File: src/rtl/sakuya_dac_pkg.sv
// Shared definitions for the DAC path: sequencer state encoding, the
// profile segment record and the width constants the DAC interface uses.
package sakuya_dac_pkg;

  // Step-size width presented to the DAC interface.
  localparam int DAC_DWIDTH = 8;
  // Segment duration width, in DAC frames.
  localparam int SEQ_CWIDTH = 16;
  // Pass counter width.
  localparam int LOOP_W     = 8;

  typedef enum logic [1:0] {
    ST_IDLE,
    ST_ARM,
    ST_RUN,
    ST_DONE
  } seq_state_e;

  typedef struct packed {
    logic [DAC_DWIDTH-1:0] step;
    logic [SEQ_CWIDTH-1:0] len;
  } seg_t;

endpackage

File: src/rtl/chirp_seg_table.sv
// Profile table: NSEG entries of {step, len} in flops.
//   clk/rst_n   : clock, async active-low reset (clears every entry)
//   we/waddr    : write strobe and entry index; wstep/wlen are the data
//   raddr       : asynchronous read index; rstep/rlen are that entry
module chirp_seg_table
  import sakuya_dac_pkg::*;
#(
  parameter int DWIDTH = DAC_DWIDTH,
  parameter int NSEG   = 4,
  parameter int CWIDTH = SEQ_CWIDTH,
  localparam int AW    = $clog2(NSEG)
) (
  input  logic              clk,
  input  logic              rst_n,
  input  logic              we,
  input  logic [AW-1:0]     waddr,
  input  logic [DWIDTH-1:0] wstep,
  input  logic [CWIDTH-1:0] wlen,
  input  logic [AW-1:0]     raddr,
  output logic [DWIDTH-1:0] rstep,
  output logic [CWIDTH-1:0] rlen
);

  logic [NSEG-1:0][DWIDTH-1:0] step_q;
  logic [NSEG-1:0][CWIDTH-1:0] len_q;

  always_ff @(posedge clk or negedge rst_n) begin
    if (!rst_n) begin
      step_q <= '0;
      len_q  <= '0;
    end else if (we) begin
      step_q[waddr] <= wstep;
      len_q[waddr]  <= wlen;
    end
  end

  assign rstep = step_q[raddr];
  assign rlen  = len_q[raddr];

endmodule

File: src/rtl/chirp_seq.sv
// Chirp profile sequencer. Walks the profile table on DAC frame ticks and
// drives the DAC interface step size, giving multi-slope / multi-chirp
// sweeps without CPU involvement.
//   clk/rst_n            : clock, async active-low reset
//   tick                 : one-clk pulse per DAC frame (already synchronised)
//   cfg_we/addr/step/len : table write port, accepted only while not busy
//   cfg_nseg/cfg_loops   : last active entry / pass count (0 = forever),
//                          captured at start
//   start/stop           : begin / abort a sequence (stop wins)
//   stepsize             : step to the DAC (0 when not running)
//   seg_idx/loop_cnt     : current entry / completed passes (saturating)
//   busy/done/cfg_err    : ARM|RUN flag, completion pulse, rejected-write pulse
module chirp_seq
  import sakuya_dac_pkg::*;
#(
  parameter int DWIDTH = DAC_DWIDTH,
  parameter int NSEG   = 4,
  parameter int CWIDTH = SEQ_CWIDTH,
  localparam int AW    = $clog2(NSEG)
) (
  input  logic              clk,
  input  logic              rst_n,
  input  logic              tick,
  input  logic              cfg_we,
  input  logic [AW-1:0]     cfg_addr,
  input  logic [DWIDTH-1:0] cfg_step,
  input  logic [CWIDTH-1:0] cfg_len,
  input  logic [AW-1:0]     cfg_nseg,
  input  logic [7:0]        cfg_loops,
  input  logic              start,
  input  logic              stop,
  output logic [DWIDTH-1:0] stepsize,
  output logic [AW-1:0]     seg_idx,
  output logic [7:0]        loop_cnt,
  output logic              busy,
  output logic              done,
  output logic              cfg_err
);

  seq_state_e        state;
  logic [AW-1:0]     nseg_q;
  logic [7:0]        loops_q;
  logic [CWIDTH-1:0] cnt_q;

  logic              busy_st;
  logic              more_seg;
  logic [AW-1:0]     raddr;
  logic [DWIDTH-1:0] rd_step;
  logic [CWIDTH-1:0] rd_len;
  logic [CWIDTH-1:0] rd_dur;
  logic [7:0]        loop_nxt;

  assign busy_st  = (state == ST_ARM) || (state == ST_RUN);
  assign more_seg = (seg_idx < nseg_q);

  // Single read port always points at the entry that a segment expiry would
  // load next: the following entry mid-pass, entry 0 otherwise (ARM, wrap).
  assign raddr    = (state == ST_RUN && more_seg) ? seg_idx + AW'(1) : '0;
  assign rd_dur   = (rd_len == '0) ? CWIDTH'(1) : rd_len;
  assign loop_nxt = (loop_cnt == 8'hFF) ? 8'hFF : loop_cnt + 8'd1;

  chirp_seg_table #(
    .DWIDTH (DWIDTH),
    .NSEG   (NSEG),
    .CWIDTH (CWIDTH)
  ) u_table (
    .clk   (clk),
    .rst_n (rst_n),
    .we    (cfg_we && !busy_st),
    .waddr (cfg_addr),
    .wstep (cfg_step),
    .wlen  (cfg_len),
    .raddr (raddr),
    .rstep (rd_step),
    .rlen  (rd_len)
  );

  always_ff @(posedge clk or negedge rst_n) begin
    if (!rst_n) begin
      state    <= ST_IDLE;
      nseg_q   <= '0;
      loops_q  <= '0;
      cnt_q    <= '0;
      stepsize <= '0;
      seg_idx  <= '0;
      loop_cnt <= '0;
      busy     <= 1'b0;
      done     <= 1'b0;
      cfg_err  <= 1'b0;
    end else begin
      done    <= 1'b0;
      cfg_err <= cfg_we && busy_st;
      case (state)
        ST_IDLE: begin
          if (start && !stop) begin
            state    <= ST_ARM;
            busy     <= 1'b1;
            nseg_q   <= cfg_nseg;
            loops_q  <= cfg_loops;
            seg_idx  <= '0;
            loop_cnt <= '0;
          end
        end
        ST_ARM: begin
          if (stop) begin
            state    <= ST_IDLE;
            busy     <= 1'b0;
            stepsize <= '0;
          end else if (tick) begin
            state    <= ST_RUN;
            stepsize <= rd_step;
            cnt_q    <= rd_dur;
          end
        end
        ST_RUN: begin
          // stop is checked first so it pre-empts a coincident tick.
          if (stop) begin
            state    <= ST_IDLE;
            busy     <= 1'b0;
            stepsize <= '0;
          end else if (tick) begin
            if (cnt_q > CWIDTH'(1)) begin
              cnt_q <= cnt_q - CWIDTH'(1);
            end else if (more_seg) begin
              seg_idx  <= seg_idx + AW'(1);
              stepsize <= rd_step;
              cnt_q    <= rd_dur;
            end else begin
              loop_cnt <= loop_nxt;
              if (loops_q != 8'd0 && loop_nxt == loops_q) begin
                state    <= ST_DONE;
                done     <= 1'b1;
                busy     <= 1'b0;
                stepsize <= '0;
              end else begin
                seg_idx  <= '0;
                stepsize <= rd_step;
                cnt_q    <= rd_dur;
              end
            end
          end
        end
        ST_DONE: begin
          state <= ST_IDLE;
        end
        default: begin
          state <= ST_IDLE;
        end
      endcase
    end
  end

endmodule

File: config.mk
export PLATFORM = sky130hd
export DESIGN_NAME = chirp_seq
export DESIGN_NICKNAME = d
export VERILOG_FILES = /design/src/rtl/sakuya_dac_pkg.sv /design/src/rtl/chirp_seg_table.sv /design/src/rtl/chirp_seq.sv
export SDC_FILE = /design/constraint.sdc
export NUM_CORES = 1
export LEC_CHECK = 0
export ABC_AREA = 1
export BUFFER_PORTS_ARGS = -buffer_cell sky130_fd_sc_hd__buf_2
export CORE_MARGIN = 4
export CORE_UTILIZATION = 60
export DETAILED_ROUTE_END_ITERATION = 8
export PLACE_DENSITY = 0.8
export SKIP_LAST_GASP = 1
export SLEW_MARGIN = 20
export SYNTH_ARGS = -nofsm -noshare
export SYNTH_HDL_FRONTEND = slang
export SYNTH_SLANG_ARGS = --single-unit
File: constraint.sdc
create_clock -name clk -period 6.7 [get_ports clk]
set_input_delay 0.335 -clock clk [delete_from_list [all_inputs] [get_ports clk]]
set_output_delay 0.335 -clock clk [all_outputs]
set_load 0.1 [all_outputs]
# [Word-level counts from Yosys, hierarchy flattened]
# Cells that the tools add are included.
[word_totals] register_bits=145 inputBits=42 output_inout_bits=21 word_cells=133
[op_classes] n_addsub=3 order_cmp=5 n_eq_ne=20 mux=65 reduce_logical=22
[ops] cell="16-bit 2-to-1 mux" n=10
[ops] cell="8-bit 2-to-1 mux" n=15
[ops] cell="64-bit bitwise mux" n=1
[ops] cell="16-bit binary-select mux with 2-bit select" n=1
[ops] cell="32-bit bitwise mux" n=1
[ops] cell="16-bit demux with 2-bit select" n=1
[ops] cell="16-bit case mux with 2 select lines" n=1
[ops] cell="8-bit case mux with 2 select lines" n=2
[ops] cell="2-bit 2-to-1 mux" n=15
[ops] cell="6-bit AND reduction" n=4
[ops] cell="8-bit binary-select mux with 2-bit select" n=1
[ops] cell="8-bit demux with 2-bit select" n=1
[ops] cell="16-bit by 1-bit > comparator with 1-bit output, second input constant" n=1
[ops] cell="16-bit zero test" n=1
[ops] cell="2-bit inequality test, second input constant" n=8
[ops] cell="16-bit by 1-bit subtractor with 16-bit output, second input constant" n=1
[ops] cell="3-bit inequality test, second input constant" n=5
[ops] cell="1-bit 2-to-1 mux" n=13
[ops] cell="8-bit by 1-bit adder with 8-bit output, second input constant" n=1
[ops] cell="8-bit equality test" n=1
[ops] cell="8-bit equality test, second input constant" n=1
[ops] cell="2-bit case mux with 4 select lines" n=1
[ops] cell="8-bit nonzero test" n=1
[ops] cell="7-bit AND reduction" n=1
[ops] cell="18 further kinds" n=27

# [Longest topological paths before layout]
[logic_depth] word_depth=13 depth_mapped=17

# [By module]
# From an unflattened synthesis, not the netlist that was laid out.
[hier_totals] hier_cells=1161 area_unflattened_um2=8244.2
[modules_own_cells] module="chirp_seg_table" n_inst=1 cells_each=703 area_per_inst_um2=4996.0
[modules_own_cells] module="chirp_seq" n_inst=1 cells_each=458 area_per_inst_um2=3248.1

# [Worst setup path before layout]
# OpenSTA, ideal clock, no wires.
[synth_path] path_type="register -> register" start="reg loop_cnt[0]" end="reg cnt_q[9]" setup_ps=119 arrival_ps=2781 required_time_ps=6581 slack_ps=3800 path_stages_with_launch=16 n_path_buf=2 period_less_slack_ps=2900 cell_sequence="dfrtp_1 ha_1 nand2_2 nor2_4 nand2_2 buf_6 nand2_1 xnor2_1 nand3_1 nor2_1 nand4_2 nand2_4 inv_4 buf_6 nand2_2 o21ai_2"
[synth_between] elab_chain_cells=6 elab_cells_between_ends=7 classes_between="add/sub: 1; eq/ne: 3; mux: 1; reduce/logical: 2"
[synth_lines] element="start: declaration" line_no="chirp_seq.sv:34" rtl="output logic [7:0] loop_cnt,"
[synth_lines] element="start signal: assignment" line_no="chirp_seq.sv:129" rtl="loop_cnt <= loop_nxt;"
[synth_lines] element="8-bit by 1-bit adder with 8-bit output or 8-bit equality test (tied branches)" line_no="chirp_seq.sv:60" rtl="assign loop_nxt = (loop_cnt == 8'hFF) ? 8'hFF : loop_cnt + 8'd1;"
[synth_lines] element="8-bit 2-to-1 mux (*)" line_no="chirp_seq.sv:60"
[synth_lines] element="8-bit equality test (*)" line_no="chirp_seq.sv:130" rtl="if (loops_q != 8'd0 && loop_nxt == loops_q) begin"
[synth_lines] element="1-bit logical AND (*)" line_no="chirp_seq.sv:130"
[synth_lines] element="4-bit inequality test (no source line) (*)"
[synth_lines] element="6-bit AND reduction (no source line) (*)"
[synth_lines] element="end signal: assignment" line_no="chirp_seq.sv:123" rtl="cnt_q <= cnt_q - CWIDTH'(1);"
[synth_lines] element="end signal: assignment" line_no="chirp_seq.sv:127" rtl="cnt_q <= rd_dur;"
[synth_lines] element="end signal: assignment" line_no="chirp_seq.sv:138" rtl="cnt_q <= rd_dur;"
[synth_lines] element="end: declaration" line_no="chirp_seq.sv:43" rtl="logic [CWIDTH-1:0] cnt_q;"
# Every way passes the cells marked *; elsewhere a longest branch is shown, timed or not.
# A chain may end at the register's enable or synchronous reset.

# [Worst setup path in the final report]
[layout_path] start="reg state[0]" end="reg cnt_q[4]"
[layout_between] elab_chain_cells=13 elab_cells_between_ends=23 classes_between="eq/ne: 7; mux: 12; reduce/logical: 4"
[layout_lines] element="start: declaration" line_no="chirp_seq.sv:40" rtl="seq_state_e state;"
[layout_lines] element="start signal: assignment" line_no="chirp_seq.sv:80" rtl="state <= ST_IDLE;"
[layout_lines] element="start signal: assignment" line_no="chirp_seq.sv:96" rtl="state <= ST_ARM;"
[layout_lines] element="start signal: assignment" line_no="chirp_seq.sv:106" rtl="state <= ST_IDLE;"
[layout_lines] element="2-bit equality test" line_no="chirp_seq.sv:58, chirp_seq.sv:93"
[layout_lines] element="1-bit logical AND" line_no="chirp_seq.sv:58" rtl="assign raddr = (state == ST_RUN && more_seg) ? seg_idx + AW'(1) : '0;"
[layout_lines] element="2-bit 2-to-1 mux" line_no="chirp_seq.sv:58"
[layout_lines] element="16-bit binary-select mux with 2-bit select" line_no="chirp_seg_table.sv:38" rtl="assign rlen = len_q[raddr];"
[layout_lines] element="16-bit 2-to-1 mux (implied by the code)" line_no="chirp_seg_table.sv:38"
[layout_lines] element="16-bit zero test" line_no="chirp_seq.sv:59" rtl="assign rd_dur = (rd_len == '0) ? CWIDTH'(1) : rd_len;"
[layout_lines] element="16-bit 2-to-1 mux" line_no="chirp_seq.sv:59"
[layout_lines] element="16-bit 2-to-1 mux" line_no="chirp_seq.sv:130"
[layout_lines] element="16-bit 2-to-1 mux" line_no="chirp_seq.sv:124" rtl="end else if (more_seg) begin"
[layout_lines] element="16-bit 2-to-1 mux" line_no="chirp_seq.sv:122" rtl="if (cnt_q > CWIDTH'(1)) begin"
[layout_lines] element="16-bit 2-to-1 mux" line_no="chirp_seq.sv:121" rtl="end else if (tick) begin"
[layout_lines] element="16-bit 2-to-1 mux" line_no="chirp_seq.sv:117" rtl="if (stop) begin"
[layout_lines] element="16-bit case mux with 2 select lines" line_no="chirp_seq.sv:93" rtl="case (state)"
[layout_lines] element="end signal: assignment" line_no="chirp_seq.sv:112" rtl="cnt_q <= rd_dur;"
[layout_lines] element="end signal: assignment" line_no="chirp_seq.sv:123"
[layout_lines] element="end signal: assignment" line_no="chirp_seq.sv:127"
# Several ways; a longest one is shown, not always the timed one. The select of a mux whose other input is x is not followed.

==> flow_summary.yaml <==
yosys:
  async_reset_ff_frac: 1.00
  synth_common_cells: "nand2_1, dfrtp_1, o21ai_0"
  ys_warn_count: 0
  synth_compound_area_frac: 0.135
  synth_edf_count: 0
  mappedNetlistNets: 1080
  syn_inst: 1030
  synth_flop_cell: "dfrtp_1"
  syn_area_um2: 7650
  synth-xor-area-share: 0.0183
  yosysMostFrequentCell: "nand2_1"
  yosys-top-cells-area: "dfrtp_1, nand2_1, o21ai_0"
  ys_ff_latch: 145
  synth_area_leader_cell: "dfrtp_1"
  synth_top_family_by_area: "simple AND/OR/NAND/NOR gates"
  yosysTopAreaCellShare: 0.475
  synth_cell_types: 37
  synth.mux.area_fraction: 0.00295
  seq_area_frac_synth: 0.475
  synth_adder_area_share: 0.0131
  syn_area_per_cell_um2: 7.42
  synth_simple_gate_area_share: 0.266
clock_network:
  cts_tree: "done"
  cts-buffers-inserted: 17
  cts_setup_buffers: 0
  cts_buffer_depth: 2
  clock-sinks: 145
  root_buffer: "clkbuf_16"
  clock_latency_ns: 0.43
  htreeDepth: 4
  clk_pin_slew_ns: 0.06
detailed_routing:
  routed_wl_um: 18300
  drc: 0
  drt-pass1-iter-count: 5
  drtAntennaViolNets: 0
  drt-initial-drc-count: 669
  vias: 6786
  vias_per_cell: 5.41
  wl_per_cell_um: 14.6
die:
  dieWidth_um: 121
  die_h_um: 121
  ios: 63
  core-area_um2: 12300
  start_util: 0.624
  dieArea_um2: 14600
  rows: 40
grt:
  overflow: 0
  grt_pass1_wl_um: 31000
  antenna_found_initial: 0
  grt_start_max_net_pins: 89
  track_usage: 0.264
  grt_pass1_vias: 6509
sta:
  layout_min_cycle_time_ns: 3.62
  slew_headroom: 0.370
  tightest_slew_ns: 0.940
  fmax_ghz: 0.277
  final-hold-violation-count: 0
  post-route-period-util: 0.540
  timing.final.ws_setup_ns: 3.08
  rsz0062_at_grt: "no"
  skew_ns: 0.00787
  finalSetupViolCount: 0
  final.setup.tns_ns: 0
  drv_slew: 0
  fin_hold_ws_ns: 0.109
place:
  dp_cells: 1222
  io_buffers: 62
  dp_hpwl_um: 11800
  post-place-ws_ns: 3.17
  gp_congestion: 0.867
setup_path:
  critPathArrivalTime_ns: 3.97
  worstReg2RegStart: "state[0]"
  cp_max_fo: 23
  r2r_cells: 12
  worstPathRequired_ns: 7.05
  reg2reg_to: "cnt_q[4]"
  rrSetupSlack_ns: 3.08
  cp-start-kind: "flop"
  cp-end-kind: "flop"
  path_class: "flop to flop"
layout:
  nets: 1124
  diodes: 0
  drive_above_1_share: 0.118
  area_delta_synth_final_pct: 13.0
  fillers: 997
  final_cells: 1255
  final_core_util: 0.704
min_path:
  holdPathEnd: "done"
  worstHoldPathType: "input port to flop"
  min_from: "stop"
  hold_depth: 2
flow_run:
  cap_violations: 0
power_and_ir_drop:
  vdd_drop_max_mv: 0.310
  p_per_area_nw_per_um2: 490
  p_leak_nw: 4.53
outcome:
  status: "completed"
cell families after synthesis:
kind of cell	Yosys count
multiplexers	2
XOR/XNOR	16
AND/OR/NAND/NOR	496
buffers and inverters	175
flip-flops	145
adder cells (fa/ha/maj)	8
AO/OA/AOI/OAI	188
critical path: stages (launching register included):
cell     delay [ns]
dfrtp_1        0.42
inv_1          0.10
ha_1           0.68
inv_1          0.57
nor3_2         0.90
nand3_1        0.16
nand2_1        0.16
nand2_1        0.06
o21ai_0        0.13
nand2_1        0.11
nand2_1        0.11
nand2_1        0.08
o21ai_2        0.07
worst max-delay path by stage:
stage | endpoint | from | slack [ns]
2_1_floorplan | cnt_q[9] | loop_cnt[0] | 3.80
3_3_place_gp | cnt_q[15] | state[0] | 3.28
3_5_place_dp | cnt_q[15] | state[0] | 3.17
4_1_cts | cnt_q[15] | state[0] | 3.17
5_1_grt | cnt_q[4] | state[0] | 2.65
6_report | cnt_q[4] | state[0] | 3.08
area by class of cell:
class                   count  area, um2  area share
well taps                 168        210      0.0243
repair buffers             69        375      0.0435
flip-flops and latches    145       3630       0.420
clock inverters            10        121      0.0141
multi-input cells         710       3320       0.385
inverters                 131        494      0.0572
clock buffers              22        484      0.0561
report_power, final:
group	internal [W]	total, W	switching (W)	leakage (nW)
registers	0.00128	0.00153	0.000253	1.82
clock network	0.000592	0.000966	0.000374	0.298
logic	0.000554	0.00173	0.00118	2.41
per-stage QoR:
stage	area (um2)	total power (W)
after detailed placement	8020	0.00322
after global routing	8640	0.00456
after floorplan	7650	0.00282
after CTS	8630	0.00422
final	8640	0.00423
after global placement	8020	0.00317
cell usage in the layout, fill, tap and decap left out, types with 4 or more instances in the layout:
| master | Yosys | routed |
|---|---|---|
| nand2_1 | 348 | 348 |
| dfrtp_1 | 145 | 145 |
| o21ai_0 | 129 | 129 |
| inv_1 | 127 | 127 |
| nor2_1 | 66 | 66 |
| buf_2 | 13 | 61 |
| nand3_1 | 54 | 54 |
| a21oi_1 | 34 | 34 |
| clkbuf_16 | 0 | 17 |
| xor2_1 | 13 | 13 |
| o21ai_2 | 8 | 8 |
| nand4_1 | 8 | 8 |
| a32o_1 | 8 | 8 |
| ha_1 | 8 | 8 |
| nand2_2 | 5 | 5 |
| buf_4 | 1 | 5 |
| nor3_1 | 4 | 4 |
| clkbuf_8 | 0 | 4 |
| inv_6 | 0 | 4 |
sequential cells by signal (all words and copies together) (netlist names):
register	cells
done	1
stepsize	8
state	2
loop_cnt	8
u_table.len_q	64
loops_q	8
nseg_q	2
seg_idx	2
busy	1
u_table.step_q	32
cnt_q	16
cfg_err	1
routing by layer:
layer / routed length (um) / share of wire / up-vias / GRT usage
li1: - / - / 3342 / -
met1: 8500 / 0.46 / 3216 / 0.378
met2: 8540 / 0.47 / 202 / 0.412
met3: 1010 / 0.055 / 26 / 0.0499
met4: 241 / 0.013 / 0 / 0.0758
met5: 0 / 0 / - / 0
what timing repair did:
item	in CTS	in global routing
resized for setup	0	0
endpoints found under the hold margin	57	0
hold buffers	1	0
Power figures use the tool's default switching activity.
